===== src/rtl/vend_output_ctrl.sv =====
// vend_output_ctrl: credit state register, timed dispense/cooldown FSM, coin reject and vend counter; define VEND_REFUND_EN for cancel-driven refunds
module vend_output_ctrl #(
  parameter int DISP_CYCLES = 4,
  parameter int COOL_CYCLES = 2,
  parameter int CNT_W = 8
) (
  input  logic             clk,
  input  logic             reset,
  input  logic [3:0]       snext,
  input  logic             coin_valid,
  input  logic             cancel,
  output logic [2:0]       state,
  output logic             dispense,
  output logic             busy,
  output logic             coin_reject,
  output logic             refund_pulse,
  output logic [CNT_W-1:0] vend_count
);
  typedef enum logic [1:0] {IDLE, DISPENSE, COOLDOWN, REFUND} fsm_t;
  localparam int CW = $clog2(DISP_CYCLES + COOL_CYCLES + 1);
  localparam logic [CW-1:0] DLOAD = CW'(DISP_CYCLES - 1);
  localparam logic [CW-1:0] CLOAD = CW'(COOL_CYCLES > 0 ? COOL_CYCLES - 1 : 0);
  fsm_t fsm, fsm_n;
  logic [CW-1:0] cnt, cnt_n;
  logic [2:0] state_n;
  logic ph, ph_n;
  logic inc;
  assign busy = fsm != IDLE;
  assign dispense = fsm == DISPENSE;
`ifdef VEND_REFUND_EN
  assign refund_pulse = (fsm == REFUND) && !ph;
`else
  logic unused_cancel;
  assign unused_cancel = cancel;
  assign refund_pulse = 1'b0;
`endif
  // next-state: coin acceptance in IDLE, dispense/cooldown timing, refund stepping
  always_comb begin
    fsm_n = fsm;
    cnt_n = cnt;
    state_n = state;
    ph_n = ph;
    inc = 1'b0;
    case (fsm)
      IDLE: begin
        if (coin_valid) begin
          state_n = snext[2:0];
          fsm_n = snext[3] ? DISPENSE : IDLE;
          cnt_n = DLOAD;
        end
`ifdef VEND_REFUND_EN
        else if (cancel && state != 3'd0) begin
          fsm_n = REFUND;
          ph_n = 1'b0;
        end
`endif
      end
      DISPENSE: begin
        cnt_n = cnt - 1'b1;
        if (cnt == '0) begin
          inc = 1'b1;
          fsm_n = COOL_CYCLES == 0 ? IDLE : COOLDOWN;
          cnt_n = CLOAD;
        end
      end
      COOLDOWN: begin
        cnt_n = cnt - 1'b1;
        fsm_n = cnt == '0 ? IDLE : COOLDOWN;
      end
      REFUND: begin
`ifdef VEND_REFUND_EN
        if (!ph) begin
          state_n = state - 3'd1;
          ph_n = 1'b1;
        end else begin
          fsm_n = state == 3'd0 ? IDLE : REFUND;
          ph_n = 1'b0;
        end
`else
        fsm_n = IDLE;
`endif
      end
      default: fsm_n = IDLE;
    endcase
  end
  // state register, reject strobe and saturating vend counter; reset wins over everything
  always_ff @(posedge clk) begin
    if (reset) begin
      fsm <= IDLE;
      cnt <= '0;
      state <= '0;
      ph <= 1'b0;
      coin_reject <= 1'b0;
      vend_count <= '0;
    end else begin
      fsm <= fsm_n;
      cnt <= cnt_n;
      state <= state_n;
      ph <= ph_n;
      coin_reject <= coin_valid & busy;
      if (inc && !(&vend_count)) vend_count <= vend_count + 1'b1;
    end
  end
endmodule


===== config.mk =====
export PLATFORM = sky130hd
export DESIGN_NAME = vend_output_ctrl
export DESIGN_NICKNAME = d
export VERILOG_FILES = /design/src/rtl/vend_output_ctrl.sv
export SDC_FILE = /design/constraint.sdc
export NUM_CORES = 1
export LEC_CHECK = 0
export ABC_AREA = 1
export BUFFER_PORTS_ARGS = -buffer_cell sky130_fd_sc_hd__buf_2
export CAP_MARGIN = 10
export CORE_AREA = 2 2 58 60
export CTS_CLUSTER_DIAMETER = 50
export DETAILED_ROUTE_END_ITERATION = 8
export DIE_AREA = 0 0 60 62
export GPL_ROUTABILITY_DRIVEN = 1
export PLACE_DENSITY = 0.52
export SYNTH_ARGS = -nofsm -noshare
export SYNTH_HDL_FRONTEND = slang
export SYNTH_SLANG_ARGS = --single-unit

===== constraint.sdc =====
create_clock -name clk -period 1.2 [get_ports clk]
set_input_delay 0.36 -clock clk [delete_from_list [all_inputs] [get_ports clk]]
set_output_delay 0.36 -clock clk [all_outputs]
set_load 0.02 [all_outputs]

# Word level (Yosys, flattened, before mapping)
# Index checks and enable logic that the tools add are counted.
# Widths: inputs -> output; s select.
# totals
register_bits	17
in_bits	8
out_inout_bits	15
# classes
add_sub_neg	2
eq_ne	5
n_mux	10
n_bitwise	1
reduce_logical	10
# op_table
cell	n
$pmux 3 s3	1
$add 8x1->8 const B	1
$pmux 2 s4	1
$reduce_and 8->1	1
$mux 2	3
$mux 3	2
$reduce_and 2->1	3
$eq 2x2->1 const B	2
$logic_not 3->1	1
$mux 1	3
$reduce_bool 3->1	1
$sub 3x1->3 const B	1
$eq 2x1->1 const B	1
$logic_not 2->1	1
$ne 2x1->1 const B	1
$ne 2x2->1 const B	1
$reduce_bool 2->1	1
$and 1x1->1	1
$logic_and 1x1->1	1
$logic_not 1->1	1

# Logic depth before layout (Yosys ltp)
# Gate-level depths: netlist of run 1.
# depth
word_depth	4
mapped_depth	9

# Worst setup path before layout of run 1
# Ideal clock, no wire load.
# synth_timing
path_kind	register -> register
start	register fsm[1]
end	register vend_count[5]
arrival_time_ns	1.333
required_ns	1.087
slack_ns	-0.246
stages_incl_launch_ff	9
n_path_buf	1
cell_sequence	dfxtp_1 > inv_1 > ha_1 > inv_1 > nor2_4 > buf_4 > nand4_1 > nand2_1 > nor2_1
# synth_via
elab_chain_len	3
# synth_rtl
element	line	rtl
start: declaration	23	fsm_t fsm, fsm_n;
start signal: assignment	96	fsm <= fsm_n;
$eq 2x1->1	--	
named net dispense	13	output logic dispense,
$mux 1	44	case (fsm)
$logic_and 1x1->1	101	if (inc && !(&vend_count)) vend_count <= vend_count + 1'b1;
end signal: assignment	101	
end: declaration	17	output logic [CNT_W-1:0] vend_count
# The timed path passes the listed nets, and every way through them passes these cells.
# A chain may end at the register's enable or synchronous reset.

# Worst setup path after layout of run 1
# layout_timing
start	register fsm[1]
end	output port dispense
# layout_via
elab_chain_len	1
# layout_rtl
element	line	rtl
$eq 2x1->1	29	assign dispense = fsm == DISPENSE;
end: declaration	13	
# Every way passes these cells.

==> reports/results.tsv, run 1 <==
stage	metric	value	unit
sta	layout_worst_path_cycle_share	121	%
global_routing	grt-ovfl-total	0	
placed_design	gp_congestion	0.864	
clocking	h-tree-depth	1	
worst_setup_path	required	0.84	ns
placed_design	dp_slack	-0.148	ns
synthesis	synthMuxAreaShare	0	%
sta	fmax	689	MHz
synthesis	yosysTopAreaCellShare	35.5	%
sta	min_period	1.45	ns
clocking	cts_buffers	3	
sta	slew_viol_final	0	
synthesis	synthCells	137	
clocking	clk_latency	0.29	ns
layout	syn_to_final_growth	63.6	%
synthesis	synth_compound_gate_area_share	9.53	%
sta	fin_hold_ws	0.317	ns
clocking	cts.sinks	17	
floorplan	io_pins	23	
route	wirelength	2420	µm
clocking	clockBufferDepth	2	
power_and_ir_drop	cellPowerDensity	815	nW/µm²
floorplan	core	3180	µm²
layout	antennaDiodeCount	0	
layout	final_common_cell	nand2_1	
sta	fin_setup_tns	-1.62	ns
synthesis	synthXorXnorAreaFrac	0.914	%
worst_setup_path	critical_path.top_delay_family	flip-flops	
layout	most-common-layout-cells	nand2_1, buf_4, nor2_1, inv_1, buf_6	
placed_design	hpwl	1710	µm
layout	final_util	49.3	%
worst_setup_path	worstSetupEndpointType	output port	
worst_setup_path	slowest_stage	dfxtp_2	
worst_setup_path	cp_num_buf_inv	3	
clocking	ctsHoldBuffers	0	
route	vias	1002	
layout	seq_area	378	µm²
synthesis	yosys-top-cells-area	dfxtp_1, nand2_1, ha_1	
placed_design	io_buffer_count	20	
synthesis	synth_top_family_by_area	simple AND/OR/NAND/NOR gates	
worst_setup_path	cp_max_fo	3	
layout	layout-drive-gt1-share	48.6	%
route	drt-wirelength-per-cell	10.7	µm
floorplan	start_util	30.1	%
route	firstDrtPassIters	4	
floorplan	rows	21	
worst_setup_path	crit_chain	inv_4 > ha_4 > buf_6 > buf_6	
outcome	violations	setup timing	
synthesis	synth_adder_area_share	9.14	%
global_routing	grt_pass1_wl	3960	µm
sta	setup_ws	-0.250	ns
global_routing	grtUsageTotal	14.6	%
synthesis	synth_nets	152	
power_and_ir_drop	finalPower	1280	µW
global_routing	grt_max_degree	12	
sta	finalHoldViolations	0	
synthesis	netlist_area	958	µm²
synthesis	yosysSeqAreaShare	35.5	%
layout	multiInputGateArea	639	µm²
floorplan	die_h	62	µm
flow_run	cap_viol_max_count	0	
power_and_ir_drop	leakagePower	0.000694	µW
floorplan	dieArea	3720	µm²
sta	setup_viol	16	
clocking	clk_pin_slew	0.11	ns
layout	nets	197	
clocking	root_buffer	clkbuf_4	
synthesis	yosys.area.top_type	dfxtp_1	
worst_setup_path	path_class	reg2out	
worst_setup_path	crit_path_frequent_cell	buf_6	
power_and_ir_drop	irDropWorstVdd	0.000478	V
worst_setup_path	cpPeakStageDelay	0.37	ns
route	drtIter0Drc	34	
sta	skew	0.00258	ns
hold_path	hold_path_class	in2reg	
synthesis	synth_simple_gate_area_share	34.3	%
synthesis	yosysUniqueCellTypes	21	
worst_setup_path	critPathLaunchType	flip-flop	
floorplan	fp.dieW	60	µm
clocking	cts_tree	built	
route	routed_via_density	4.41	
synthesis	syn_area_per_cell	7.00	µm²
global_routing	antenna_found_initial	0	
route	ant_nets	0	
route	drc_errors	0	
worst_setup_path	arrival	1.09	ns
worst_setup_path	rrSetupSlack	-0.15	ns
layout	nFillCells	312	
synthesis	synth-seq-cells	17	
sta	rsz0062_at_grt	true	
global_routing	first_global_vias	918	
outcome	status	finished, violations left	
synthesis	synth_warnings	0	
-- sequential cells by signal, summed over array words and instances (netlist names) --
signal	flops
cnt	3
coin_reject	1
fsm	2
vend_count	8
state	3
-- cell families (layout without fill, tap and decap cells) --
family,after synthesis,count (layout)
AOI/OAI and AO/OA,17,17
xor gates and xnor gates,1,1
adders and majority gates,7,7
buffers and inverters,23,67
DFF,17,17
other,1,1
and+or+nand+nor,71,71
-- where the power goes --
group	total, µW	internal [µW]	switching (µW)
Combinational	362	177	185
Sequential	597	577	19.6
Clock	319	129	190
-- final cells by class --
| cell class | instances | share of cell area, % |
|---|---|---|
| repair buffers | 43 | 24.5 |
| multi-input cells | 97 | 40.8 |
| flip-flops and latches | 17 | 24.1 |
| inverters | 20 | 5.27 |
| well taps | 46 | 3.67 |
| clock buffers | 4 | 1.68 |
-- synthesized netlist by cell type, drive strengths merged --
library cell	number
nand2	34
inv	19
nor2	19
dfxtp	17
nand3	11
a21oi	8
ha	7
o21ai	7
nand4	4
buf	3
a31oi	2
nor3	2
clkinv	1
conb	1
nand3b	1
xor2	1
-- worst register-to-register path: cells and delay by family (launching register included) --
kind | cells | cell delay [ns]
adder cells (fa/ha/maj) | 1 | 0.13
buffers and inverters | 4 | 0.37
flip-flops | 1 | 0.35
AND/OR/NAND/NOR | 5 | 0.44
-- final timing paths --
| check | startpoint | endpoint | depth (start not counted) |
|---|---|---|---|
| min reg2reg | state[1] | state[1] | 2 |
| min | snext[0] | state[0] | 3 |
| max reg2reg | fsm[1] | vend_count[7] | 10 |
| max | fsm[1] | dispense | 4 |
-- layer usage --
layer | share of wire (%) | wire length (µm) | GRT usage (%)
met1 | 44 | 1080 | 17.7
met2 | 52 | 1270 | 24.7
met3 | 1.9 | 47 | 2.69
met4 | 1.2 | 28 | 7.30
met5 | 0 | 0 | 0
-- through the flow --
step | std cells | area [µm²]
3_5_place_dp | 217 | 1280
6_report | 227 | 1570
4_1_cts | 224 | 1440
2_1_floorplan | 137 | 1010
3_3_place_gp | 217 | 1280
5_1_grt | 227 | 1570
-- repair_timing --
item                                    4_1_cts  5_1_grt
gates cloned                                  0        1
resized for setup                            38       29
pin swaps                                     1        4
endpoints found under the setup margin       25       28
setup buffers                                 5        2
Note: power is estimated with default switching activity, not from simulation.
==> run 2, diff against run 1 <==
--- a/config.mk
+++ b/config.mk
@@ -8,12 +8,12 @@
 export ABC_AREA = 1
 export BUFFER_PORTS_ARGS = -buffer_cell sky130_fd_sc_hd__buf_2
 export CAP_MARGIN = 10
-export CORE_AREA = 2 2 58 60
+export CORE_AREA = 2 2 49 51
 export CTS_CLUSTER_DIAMETER = 50
 export DETAILED_ROUTE_END_ITERATION = 8
-export DIE_AREA = 0 0 60 62
+export DIE_AREA = 0 0 51 53
 export GPL_ROUTABILITY_DRIVEN = 1
-export PLACE_DENSITY = 0.52
+export PLACE_DENSITY = 0.77
 export SYNTH_ARGS = -nofsm -noshare
 export SYNTH_HDL_FRONTEND = slang
 export SYNTH_SLANG_ARGS = --single-unit
==> run 2 against run 1 <==
The run still ends with setup timing left. Utilization is 26 points higher. Final area is 2.6% higher. Clock skew increased by 0.0018 ns. Worst setup slack got worse by 0.0065 ns. Via count grew 11%. Fmax shrank 0.45%. Critical endpoint unchanged. Highest routed layer unchanged.
==> reports/results.tsv, run 2 (synthesis results as in run 1) <==
stage	metric	value	unit
outcome	status	finished, violations left	
outcome	violations	setup timing	
route	drc_errors	0	
route	routed_via_density	5.21	
layout	multiInputGateArea	706	µm²
floorplan	die_h	53	µm
sta	min_period	1.46	ns
layout	nFillCells	140	
power_and_ir_drop	irDropWorstVdd	0.000629	V
global_routing	met1_usage	21.3	%
global_routing	busiest_layer	met2	
global_routing	grt-ovfl-total	0	
floorplan	rows	17	
layout	top_regs	vend_count (8), cnt (3), state (3)	
placed_design	hpwl	1660	µm
route	firstDrtPassIters	4	
hold_path	hold_path_class	in2reg	
sta	finalHoldViolations	0	
worst_setup_path	path_class	reg2out	
placed_design	gp_congestion	0.852	
layout	final_common_cell	nand2_1	
floorplan	dieArea	2700	µm²
route	drtIter0Drc	23	
global_routing	grt_max_degree	11	
global_routing	use_met2	37.2	%
sta	setup_ws	-0.257	ns
clocking	root_buffer	clkbuf_4	
route	drt-wirelength-per-cell	14.6	µm
route	vias	1110	
worst_setup_path	required	0.84	ns
global_routing	first_global_vias	947	
layout	seq_area	370	µm²
global_routing	grtUsageTotal	19.4	%
global_routing	grtUsageMet3	2.82	%
clocking	clk_pin_slew	0.10	ns
sta	layout_worst_path_cycle_share	121	%
layout	antennaDiodeCount	0	
worst_setup_path	cp_max_fo	3	
sta	skew	0.00436	ns
layout	final_area	1610	µm²
placed_design	placed_cell_area	1230	µm²
sta	fmax	686	MHz
clocking	cts_buffers	3	
power_and_ir_drop	cellPowerDensity	840	nW/µm²
clocking	ctsHoldBuffers	0	
layout	nets	201	
clocking	cts.sinks	17	
floorplan	start_util	44.6	%
sta	setup_viol	16	
route	ant_nets	0	
global_routing	antenna_found_initial	0	
clocking	h-tree-depth	1	
power_and_ir_drop	finalPower	1350	µW
worst_setup_path	arrival	1.10	ns
layout	most-common-layout-cells	nand2_1, buf_4, buf_6, inv_1, nor2_1	
layout	largest_reg_flops	8	
layout	layout-drive-gt1-share	55.1	%
floorplan	core	2150	µm²
route	wirelength	3120	µm
layout	regMostFlops	vend_count	
clocking	clockBufferDepth	2	
sta	rsz0062_at_grt	true	
power_and_ir_drop	leakagePower	0.000713	µW
clocking	clk_latency	0.29	ns
placed_design	io_buffer_count	20	
floorplan	fp.dieW	51	µm
worst_setup_path	critPathLaunchType	flip-flop	
layout	syn_to_final_growth	67.8	%
flow_run	cap_viol_max_count	0	
sta	slew_viol_final	0	
floorplan	io_pins	23	
clocking	cts_tree	built	
global_routing	grt_pass1_wl	3910	µm
worst_setup_path	worstSetupEndpointType	output port	
run 2: changes by cell type in the layout (fill, tap and decap cells not counted), sizes merged:
cell    previous run  this run
clkbuf             5         4
buf               42        47
run 2: layout make-up:
class | count | area share (%)
multi-input cells | 97 | 43.9
repair buffers | 47 | 24.1
flip-flops and latches | 17 | 23.0
inverters | 20 | 5.14
well taps | 28 | 2.18
clock buffers | 4 | 1.63
run 2: per-stage QoR:
step                      TNS [ns]  worst slack (ns)  hold slack (ns)  std cells  utilization (%)
after floorplan           -0.00576          -0.00576            0.473        137                -
after global placement      -0.323           -0.0648            0.460        198             57.5
after detailed placement    -0.924            -0.110            0.468        198             57.5
after CTS                    -1.25            -0.261            0.315        208             65.4
after global routing         -3.36            -0.314            0.338        213             74.8
final                        -2.57            -0.257            0.312        213             74.8
run 2: timing repair:
action | CTS | global route
gates resized for setup | 35 | 47
endpoints found under the hold margin | 0 | 0
endpoints found under the setup margin | 26 | 24
pin swaps | 4 | 10
setup buffers | 7 | 5
run 2: final timing paths:
kind,startpoint,to,slack [ns],depth (start not counted)
worst min register to register,state[2],state[2],0.49,2
worst min-delay path,snext[2],state[2],0.31,3
worst max register to register,cnt[0],fsm[1],-0.25,9
worst max-delay path,fsm[1],dispense,-0.26,4
run 2: worst max-delay path, cell delays in order (launching register included):
cell	delay, ns
dfxtp_2	0.37
inv_4	0.05
ha_4	0.15
buf_6	0.11
buf_6	0.12
run 2: layer usage:
metal	share of wire [%]	vias to the layer above	wire length [µm]
li1	-	532	-
met1	40	544	1240
met2	56	28	1740
met3	3.0	6	93
met4	1.4	0	44
met5	0	-	0
run 2: power by group:
part / leakage, µW / internal, µW / switching, µW
clock network: 0.0000150 / 129 / 181
registers: 0.000146 / 584 / 19.8
logic: 0.000552 / 207 / 229
total: 0.000713 / 920 / 430
==> run 3, diff against run 2 <==
--- a/config.mk
+++ b/config.mk
@@ -6,7 +6,7 @@
 export NUM_CORES = 1
 export LEC_CHECK = 0
 export ABC_AREA = 1
-export BUFFER_PORTS_ARGS = -buffer_cell sky130_fd_sc_hd__buf_2
+export BUFFER_PORTS_ARGS = -buffer_cell sky130_fd_sc_hd__buf_4
 export CAP_MARGIN = 10
 export CORE_AREA = 2 2 49 51
 export CTS_CLUSTER_DIAMETER = 50
==> run 3 against run 2 <==
The run still ends with setup timing left. Hold slack worse by 0.020 ns. Register-to-register slack better by 0.08 ns. Clock power up 3%. Non-clock buffer count down 3. Cell count down 1.4%. Sequential cell count unchanged. Fmax up 1.0%. Via count down 0.45%. Die area unchanged. Critical path depth unchanged. Worst setup slack better by 0.014 ns. Sequential share of layout area down 0.39 points. Highest routed layer unchanged.
==> reports/results.tsv, run 3 (synthesis results as in run 1) <==
stage	metric	value	unit
placed_design	io_buffer_count	20	
global_routing	grt-ovfl-total	0	
sta	setup_ws	-0.243	ns
floorplan	core	2150	µm²
clocking	h-tree-depth	1	
floorplan	fp.dieW	51	µm
route	wirelength	3130	µm
sta	rsz0062_at_grt	true	
global_routing	grt_pass1_wl	4420	µm
layout	antennaDiodeCount	0	
floorplan	die_h	53	µm
worst_setup_path	rrSetupSlack	-0.17	ns
layout	final_util	75.4	%
placed_design	hpwl	1660	µm
clocking	clockBufferDepth	2	
sta	fin_hold_ws	0.292	ns
clocking	cts.sinks	17	
worst_setup_path	critPathLaunchType	flip-flop	
sta	finalHoldViolations	0	
route	vias	1105	
outcome	violations	setup timing	
worst_setup_path	cp_max_fo	3	
worst_setup_path	r2r_end	vend_count[5]	
sta	skew	0.00375	ns
floorplan	start_util	44.6	%
sta	min_period	1.44	ns
sta	layout_worst_path_cycle_share	120	%
power_and_ir_drop	irDropWorstVdd	0.000545	V
route	drt-wirelength-per-cell	14.9	µm
worst_setup_path	reg2regPathDepth	8	
route	drtIter0Drc	29	
layout	layout-drive-gt1-share	52.7	%
sta	fin_setup_tns	-1.71	ns
layout	regMostFlops	vend_count	
worst_setup_path	required	0.84	ns
clocking	clk_pin_slew	0.10	ns
route	routed_via_density	5.26	
power_and_ir_drop	cellPowerDensity	822	nW/µm²
global_routing	first_global_vias	1021	
power_and_ir_drop	leakagePower	0.000716	µW
layout	nets	198	
floorplan	rows	17	
hold_path	holdPathStages	2	
hold_path	hold_path_class	in2reg	
worst_setup_path	crit-reg2reg-launch	fsm[0]	
worst_setup_path	path_class	reg2out	
clocking	root_buffer	clkbuf_4	
hold_path	worstHoldEndpoint	vend_count[1]	
placed_design	dp_slack	-0.132	ns
clocking	cts_tree	built	
sta	fmax	693	MHz
sta	setup_viol	18	
layout	final_common_cell	buf_4	
outcome	status	finished, violations left	
route	ant_nets	0	
floorplan	dieArea	2700	µm²
layout	final_area	1620	µm²
placed_design	gp_congestion	0.854	
clocking	cts_buffers	3	
hold_path	min_from	reset	
global_routing	antenna_found_initial	0	
global_routing	grt_max_degree	11	
floorplan	io_pins	23	
layout	most-common-layout-cells	buf_4, nand2_1, nor2_1, buf_6, inv_1	
flow_run	cap_viol_max_count	0	
sta	slew_viol_final	0	
placed_design	placed_cell_area	1270	µm²
layout	nFillCells	134	
worst_setup_path	worstSetupEndpointType	output port	
layout	top_regs	vend_count (8), cnt (3), state (3)	
global_routing	grtUsageTotal	21.5	%
layout	syn_to_final_growth	68.9	%
route	drc_errors	0	
worst_setup_path	arrival	1.08	ns
layout	largest_reg_flops	8	
clocking	clk_latency	0.29	ns
route	firstDrtPassIters	4	
-- run 3: critical path: stages, from the launching register on --
cell     delay (ns)
dfxtp_2        0.36
inv_4          0.05
ha_4           0.15
buf_6          0.11
buf_6          0.12
-- run 3: final cells by class --
type / count / area [µm²] / area share (%)
flip-flops and latches: 17 / 367 / 22.6
inverters: 20 / 82.6 / 5.10
clock buffers: 4 / 26.3 / 1.62
multi-input cells: 97 / 696 / 43.0
well taps: 28 / 35.0 / 2.16
repair buffers: 44 / 413 / 25.5
-- run 3: worst max-delay path by stage --
stage | startpoint | endpoint | depth (start not counted)
finish | fsm[1] | dispense | 4
global placement | cnt[0] | vend_count[7] | 8
global route | fsm[1] | dispense | 4
CTS | fsm[1] | dispense | 4
detailed placement | cnt[0] | vend_count[7] | 8
floorplan | fsm[1] | vend_count[5] | 8
-- run 3: what timing repair did --
item / CTS / global route
pin swaps: 6 / 10
resized for setup: 37 / 30
cloned: 1 / 0
buffers inserted: 6 / 3
hold buffers: 0 / 0
endpoints found under the setup margin: 25 / 25
-- run 3: power by group --
| group | switching (µW) | internal (µW) | total [µW] |
|---|---|---|---|
| clock network | 191 | 129 | 320 |
| registers | 22.7 | 585 | 608 |
| logic | 211 | 191 | 402 |
| total | 424 | 906 | 1330 |
-- run 3: layer usage --
metal | share of wire (%) | global-route usage, % | vias up
li1 | - | - | 531
met1 | 36 | 24.4 | 522
met2 | 57 | 39.8 | 44
met3 | 4.4 | 2.82 | 8
met4 | 2.7 | 9.91 | 0
met5 | 0 | 0 | -
-- run 3: metrics by stage --
| step | power, µW | std cells |
|---|---|---|
| global placement | 891 | 196 |
| detailed placement | 903 | 196 |
| finish | 1330 | 210 |
| global route | 1400 | 210 |
| CTS | 1270 | 207 |
| floorplan | 794 | 137 |
